==> config.mk <==
export PLATFORM = sky130hd
export DESIGN_NAME = xbus_master_bridge
export DESIGN_NICKNAME = d
export VERILOG_FILES = /design/src/rtl/xbus_pkg.sv /design/src/rtl/xbus_resp_mux.sv /design/src/rtl/xbus_master_bridge.sv
export SDC_FILE = /design/constraint.sdc
export NUM_CORES = 1
export LEC_CHECK = 0
export CORE_UTILIZATION = 30
export CTS_CLUSTER_DIAMETER = 150
export DETAILED_ROUTE_END_ITERATION = 10
export GPL_TIMING_DRIVEN = 0
export PLACE_DENSITY = 0.76
export SYNTH_ARGS = -nofsm -noshare
export SYNTH_HDL_FRONTEND = slang
export SYNTH_SLANG_ARGS = --single-unit
==> constraint.sdc <==
create_clock -name clk -period 4.8 [get_ports clk]
set_input_delay 0.72 -clock clk [delete_from_list [all_inputs] [get_ports clk]]
set_output_delay 0.72 -clock clk [all_outputs]
set_load 0.02 [all_outputs]
==> src/rtl/xbus_pkg.sv <==
// Shared xbus definitions: default sizing, bridge state encoding and the
// address map that the external decoder implements.
package xbus_pkg;

    localparam int XBUS_NSLAVES = 4;
    localparam int XBUS_DW      = 32;
    localparam int XBUS_TIMEOUT = 256;

    typedef enum logic [1:0] {
        IDLE,
        BUS,
        RESP
    } state_t;

    // Slave windows: base and match mask per chip select
    localparam logic [31:0] S0_BASE = 32'h0000_1000;
    localparam logic [31:0] S0_MASK = 32'hFFFF_F000;
    localparam logic [31:0] S1_BASE = 32'h8000_0000;
    localparam logic [31:0] S1_MASK = 32'hFFFF_0000;
    localparam logic [31:0] S2_BASE = 32'h0000_3000;
    localparam logic [31:0] S2_MASK = 32'hFFFF_F000;
    localparam logic [31:0] S3_BASE = 32'h4000_0000;
    localparam logic [31:0] S3_MASK = 32'hFFFF_0000;

endpackage

==> src/rtl/xbus_resp_mux.sv <==
// One-hot AND-OR return path from the xbus slaves, plus a flag that
// fires when the decoder selects more than one slave.
module xbus_resp_mux #(
    parameter int NSLAVES = 4,
    parameter int DW      = 32
) (
    input  logic [NSLAVES-1:0]    cs,
    input  logic [NSLAVES*DW-1:0] rdata,
    input  logic [NSLAVES-1:0]    ack,
    output logic [DW-1:0]         sel_rdata,
    output logic                  sel_ack,
    output logic                  multi
);

    always_comb begin
        sel_rdata = '0;
        for (int i = 0; i < NSLAVES; i++) begin
            if (cs[i]) sel_rdata = sel_rdata | rdata[i*DW +: DW];
        end
    end

    assign sel_ack = |(ack & cs);
    // Clearing the lowest set bit leaves something only if two or more were set
    assign multi   = |(cs & (cs - NSLAVES'(1)));

endmodule

==> src/rtl/xbus_master_bridge.sv <==
// Turns a single outstanding core request into one xbus strobe and
// returns the selected slave's response, or an error on bad decode/timeout.
module xbus_master_bridge
    import xbus_pkg::*;
#(
    parameter int NSLAVES = XBUS_NSLAVES,
    parameter int TIMEOUT = XBUS_TIMEOUT,
    parameter int DW      = XBUS_DW
) (
    input  logic                  clk,
    input  logic                  rst_n,
    input  logic                  cpu_req,
    input  logic                  cpu_we,
    input  logic [31:0]           cpu_addr,
    input  logic [DW-1:0]         cpu_wdata,
    input  logic [DW/8-1:0]       cpu_be,
    output logic                  cpu_ready,
    output logic [DW-1:0]         cpu_rdata,
    output logic                  cpu_err,
    output logic                  xbus_as,
    output logic [31:0]           xbus_addr,
    output logic                  xbus_we,
    output logic [DW-1:0]         xbus_wdata,
    output logic [DW/8-1:0]       xbus_be,
    input  logic [NSLAVES-1:0]    xbus_cs,
    input  logic [NSLAVES*DW-1:0] xbus_rdata,
    input  logic [NSLAVES-1:0]    xbus_ack
);

    localparam int            CW       = $clog2(TIMEOUT);
    localparam logic [CW-1:0] CNT_LAST = CW'(TIMEOUT - 1);

    state_t        state;
    logic [CW-1:0] cnt;

    logic [DW-1:0] sel_rdata;
    logic          sel_ack;
    logic          multi;
    logic          no_cs;
    logic          at_limit;
    logic          bus_done;
    logic          bus_err;

    xbus_resp_mux #(
        .NSLAVES (NSLAVES),
        .DW      (DW)
    ) u_mux (
        .cs        (xbus_cs),
        .rdata     (xbus_rdata),
        .ack       (xbus_ack),
        .sel_rdata (sel_rdata),
        .sel_ack   (sel_ack),
        .multi     (multi)
    );

    // Decode faults outrank ack; ack outranks the timeout
    always_comb begin
        no_cs    = (xbus_cs == '0);
        at_limit = (cnt == CNT_LAST);
        bus_err  = no_cs | multi | (~sel_ack & at_limit);
        bus_done = no_cs | multi | sel_ack | at_limit;
    end

    always_ff @(posedge clk or negedge rst_n) begin
        if (!rst_n) begin
            state      <= IDLE;
            cnt        <= '0;
            xbus_as    <= 1'b0;
            xbus_addr  <= '0;
            xbus_we    <= 1'b0;
            xbus_wdata <= '0;
            xbus_be    <= '0;
            cpu_ready  <= 1'b0;
            cpu_err    <= 1'b0;
            cpu_rdata  <= '0;
        end else begin
            unique case (state)
                IDLE: begin
                    cpu_ready <= 1'b0;
                    cpu_err   <= 1'b0;
                    cpu_rdata <= '0;
                    if (cpu_req) begin
                        xbus_as    <= 1'b1;
                        xbus_addr  <= cpu_addr;
                        xbus_we    <= cpu_we;
                        xbus_wdata <= cpu_wdata;
                        xbus_be    <= cpu_be;
                        cnt        <= '0;
                        state      <= BUS;
                    end
                end
                BUS: begin
                    if (!at_limit) cnt <= cnt + CW'(1);
                    if (bus_done) begin
                        xbus_as   <= 1'b0;
                        cpu_ready <= 1'b1;
                        cpu_err   <= bus_err;
                        cpu_rdata <= (xbus_we || bus_err) ? '0 : sel_rdata;
                        state     <= RESP;
                    end
                end
                RESP: begin
                    cpu_ready <= 1'b0;
                    cpu_err   <= 1'b0;
                    cpu_rdata <= '0;
                    state     <= IDLE;
                end
                default: state <= IDLE;
            endcase
        end
    end

endmodule

# Yosys cells after proc, flatten, opt, wreduce, memory -nomap -nowiden

Index checks and enable logic that the tools add are counted.

Register bits: 114
Output and inout bits: 104
Word-level logic and storage cells: 62

Add/sub/neg operators: 2
Eq/ne operators: 6
Multiplexer cells: 20
Bitwise gates (word level): 11
Reductions and logical operators: 13

Operator list:

| cell                  | count |
|---|---|
| $mux W32              | 6 |
| $or A32 B32 Y32       | 3 |
| $pmux W32 S2          | 1 |
| $mux W8               | 2 |
| $pmux W8 S2           | 1 |
| $add A8 B1 Y8 const B | 1 |
| $and A4 B4 Y4         | 2 |
| $eq A8 B8 Y1 const B  | 1 |
| $reduce_or A4 Y1      | 2 |
| $ne A2 B2 Y1 const B  | 3 |
| $pmux W1 S2           | 3 |
| $reduce_and A2 Y1     | 3 |
| $reduce_and A3 Y1     | 2 |
| $logic_not A4 Y1      | 1 |
| $mux W1               | 4 |
| $mux W2               | 2 |
| $or A1 B1 Y1          | 4 |
| $pmux W2 S2           | 1 |
| $reduce_bool A2 Y1    | 2 |
| $sub A4 B1 Y4 const B | 1 |
| $eq A2 B1 Y1 const B  | 1 |
| $eq A2 B2 Y1 const B  | 1 |
| $logic_not A2 Y1      | 1 |
| $reduce_or A2 Y1      | 1 |
| other kinds (3)       | 3 |

# Longest topological paths before layout

Depth in word-level cells: 10
Mapped depth: 7

# By module

A second synthesis with hierarchy kept.

Cells, all modules: 705
Area total of the unflattened synthesis: 6,054.6 µm²

By module, submodules not included:

| module             | times used | cells an instance | area each (µm²) |
|---|---|---|---|
| xbus_master_bridge | 1          | 587               | 5,166.2 |
| xbus_resp_mux      | 1          | 118               | 888.4 |

# Worst setup path before layout

Ideal clock, no wire load.

Kind: input -> register
From: input port xbus_cs[2]
To: register cpu_rdata[28]
Setup time: 0.086 ns
Arrival time: 2.411 ns
Slack: 2.303 ns
Stages: 7
Cell sequence: buf_4 -> or4b_4 -> o311ai_4 -> or4b_1 -> buf_2 -> buf_6 -> o22ai_2

Cells in the longest elaborated chain, start to end: 9
Elaborated cells on any way between the ends: 21
Classes of those cells: add/sub: 1; eq/ne: 1; mux: 5; bitwise: 9; reduce/logical: 5

Ends and longest elaborated chain:

| element                                                  | line                                               | source |
|---|---|---|
| start, declared                                          | xbus_master_bridge.sv:25                           | `input logic [NSLAVES-1:0] xbus_cs,` |
| $sub A4 B1 Y4 / $and A4 B4 Y4 (equally long branches)    | xbus_resp_mux.sv:24, xbus_resp_mux.sv:22           |  |
| $and A4 B4 Y4 / $reduce_or A4 Y1 (equally long branches) | xbus_resp_mux.sv:24, xbus_resp_mux.sv:22           |  |
| $reduce_or A4 Y1 / $not A1 Y1 (equally long branches)    | xbus_resp_mux.sv:24, xbus_master_bridge.sv:60      |  |
| $or A1 B1 Y1 / $and A1 B1 Y1 (equally long branches)     | xbus_master_bridge.sv:60, xbus_master_bridge.sv:61 |  |
| $or A1 B1 Y1                                             | xbus_master_bridge.sv:60                           | `bus_err = no_cs \| multi \| (~sel_ack & at_limit);` |
| $logic_or A1 B1 Y1                                       | xbus_master_bridge.sv:98                           | `cpu_rdata <= (xbus_we \|\| bus_err) ? '0 : sel_rdata;` |
| $mux W32                                                 | xbus_master_bridge.sv:98                           |  |
| $mux W32                                                 | xbus_master_bridge.sv:94                           | `if (bus_done) begin` |
| $pmux W32 S2                                             | xbus_master_bridge.sv:77                           | `unique case (state)` |
| end signal, assigned                                     | xbus_master_bridge.sv:98                           |  |
| end, declared                                            | xbus_master_bridge.sv:18                           | `output logic [DW-1:0] cpu_rdata,` |

Several ways; a longest one is shown, not always the timed one. The select of a mux whose other input is x is not followed.
A chain may end at the register's enable or synchronous reset.

# Final worst setup path

From: input port xbus_cs[0]
To: register cpu_rdata[0]

Cells in the longest elaborated chain, start to end: 10
Elaborated cells on any way between the ends: 25
Classes of those cells: add/sub: 1; eq/ne: 1; mux: 7; bitwise: 11; reduce/logical: 5

Ends and longest elaborated chain:

| element |
|---|
| parallel branches: the longest is 10 deep, another holds $sub A4 B1 Y4 |

Several ways; the timed one is not identified. The select of a mux whose other input is x is not followed.

==> impl_metrics.ini <==
[status]
status = finished clean

[timing]
period_share_pct = 55.2
hold_viol_final = 0
rsz0062_at_grt = false
fmax_mhz = 377
finClkSkew_ns = 0.00979
layout_setup_ws_ns = 2.15
tightest_slew_ns = 0.955
holdWs_ns = 0.250
tns_ns = 0
slew_headroom_pct = 36.0
setup_viol = 0
period_needed_ns = 2.65
slew_viol_final = 0

[logic_synthesis]
ys.flop_type = dfrtp_1
syn-num-nets = 615
synth-edff-count = 0
yosys.area.top_type = dfrtp_1
netlist_area_mm2 = 0.00528
synth_seq_cells = 114
seq_area_frac_synth_pct = 54.0
synth.avg_cell_area_um2 = 13.0
synth_top_cell_area_share_pct = 54.0
synth_common_cells = dfrtp_1 (114), mux2_1 (71), nand2_1 (35)
ys_async_sr_fraction_pct = 100
synth_cell_types = 41
yosysMostFrequentCell = dfrtp_1
yosys-top-cells-area = dfrtp_1 (54%), mux2_1 (15%), o22ai_2 (7.1%)
yosysWarnings = 0
syn_inst = 406

[cts]
cts_made_buffers = 17
clk_pin_slew_ns = 0.06
postCtsHoldBufs = 0
ctsResizeCount = 0
cts_setup_buffers = 0
clkSinkCount = 114
h-tree-depth = 4
ctsLongestPathBuffers = 2
clock-root-buffer = clkbuf_16
cts_tree = done
worstSkewPairLatency_ns = 0.40

[placement]
place_area_mm2 = 0.00866
dp_cells = 939
pre_cts_ws_ns = 1.65
dp_hpwl_um = 12600
io_buffers = 307
gp_congestion = 0.743

[layout]
final_util_pct = 53.8
layoutNonFillerInstCount = 971
insertedDiodeCount = 0
final_nets = 942
fillers = 1540
drive_gt1_share_pct = 10.3
area_growth_pct = 75.7
fin_area_mm2 = 0.00928

[drt]
wl_per_cell_um = 17.0
first_iter_violations = 167
detail-route-antenna-nets = 0
via_per_inst = 4.89
drcViolationCount = 0
vias = 4752
wirelength_um = 16500
first_pass_iters = 4

[worst_setup_path]
arrival_ns = 2.92
rrSetupSlack_ns = 2.40
reg2reg_depth = 5
worstPathMaxFanout = 10
path_cells = clkbuf_1, a22oi_1, and2_1, a31oi_1, buf_2, o22ai_2
worstSetupPathType = in -> reg
cp-end-kind = flip-flop
critPathMaxStageDelay_ns = 0.77
rr_endpoint = cpu_rdata[0]
cp-start-kind = primary input
cp_data_required_time_ns = 5.07
worstReg2RegStart = cnt[3]
cp_slowest_cell = a31oi_1

[global_routing]
grt.total_usage_pct = 18.4
grt_max_degree = 70
grt_pass1_wl_um = 25800
grt_pass1_vias = 4933
antenna_found_initial = 0
overflow = 0

[run]
drv_cap = 0

[power]
irDropWorstVdd_v = 0.000231
total_power_mw = 3.94
power.density_mw_per_mm2 = 425
p_leak_nw = 3.70

[floorplanning]
die_w_um = 135
core_mm2 = 0.0172
design.die.area_mm2 = 0.0181
start_util_pct = 30.6
die_h_um = 135
num_rows = 48
io_pins = 312

[worst_hold_path]
worstHoldPathType = in -> async
==> layout by cell type (no fill, tap or decap), drive strengths merged, types with 5 or more instances in the layout <==
| master | n |
|---|---|
| nor2 | 5 |
| clkdlybuf4s50 | 306 |
| o22ai | 33 |
| clkinv | 6 |
| nand2 | 35 |
| a22o | 34 |
| mux2 | 71 |
| a21oi | 8 |
| buf | 18 |
| a221oi | 32 |
| dfrtp | 114 |
| clkbuf | 39 |
==> area by class of cell <==
| cell class | count | area (µm²) | area share, % |
|---|---|---|---|
| timing repair buffer | 308 | 3100 | 33.4 |
| sequential | 114 | 2850 | 30.8 |
| multi-input combinational | 254 | 2250 | 24.3 |
| clock buffer | 19 | 453 | 4.88 |
| tap | 225 | 282 | 3.04 |
| buffer | 36 | 169 | 1.82 |
| clock inverter | 13 | 159 | 1.71 |
| inverter | 2 | 7.51 | 0.0809 |
==> power breakdown <==
part | switching, mW | internal (mW)
registers | 0.112 | 1.19
logic | 0.634 | 0.717
clock network | 0.452 | 0.843
total | 1.20 | 2.75
==> critical path: cells and delay by family <==
family | cells | cell delay (ns)
simple gates | 1 | 0.21
compound gates | 3 | 1.11
buf+inv | 2 | 0.86
==> per-layer routing <==
| layer | up-vias | routed length (µm) | GRT usage (%) |
|---|---|---|---|
| li1 | 2221 | - | - |
| met1 | 2298 | 6910 | 21.9 |
| met2 | 212 | 8110 | 31.6 |
| met3 | 21 | 1170 | 5.07 |
| met4 | 0 | 318 | 6.87 |
| met5 | - | 0 | 0 |
==> cells by family after synthesis <==
group / Yosys count / share of synthesized area [%]
compound gates: 120 / 21.4
flops: 114 / 54.0
mux: 71 / 15.1
simple gates: 60 / 5.57
buf+inv: 38 / 3.34
xor+xnor: 2 / 0.332
fa+ha+maj: 1 / 0.237
==> worst max path at each step <==
stage	from	end	cells past startpoint
after floorplan	xbus_cs[2]	cpu_rdata[28]	7
after global placement	rst_n	cpu_rdata[2]	1
after detailed placement	xbus_cs[0]	cpu_rdata[3]	6
after CTS	cpu_req	xbus_wdata[20]	6
after global routing	xbus_cs[0]	cpu_rdata[0]	6
final	xbus_cs[0]	cpu_rdata[0]	6
==> sequential cells by signal (all words and copies together) (netlist names) <==
name / count
xbus_be: 4
xbus_we: 1
cpu_err: 1
cpu_ready: 1
xbus_wdata: 32
cnt: 8
cpu_rdata: 32
state: 2
xbus_addr: 32
xbus_as: 1
No activity file was read; power rests on OpenSTA's default activity.
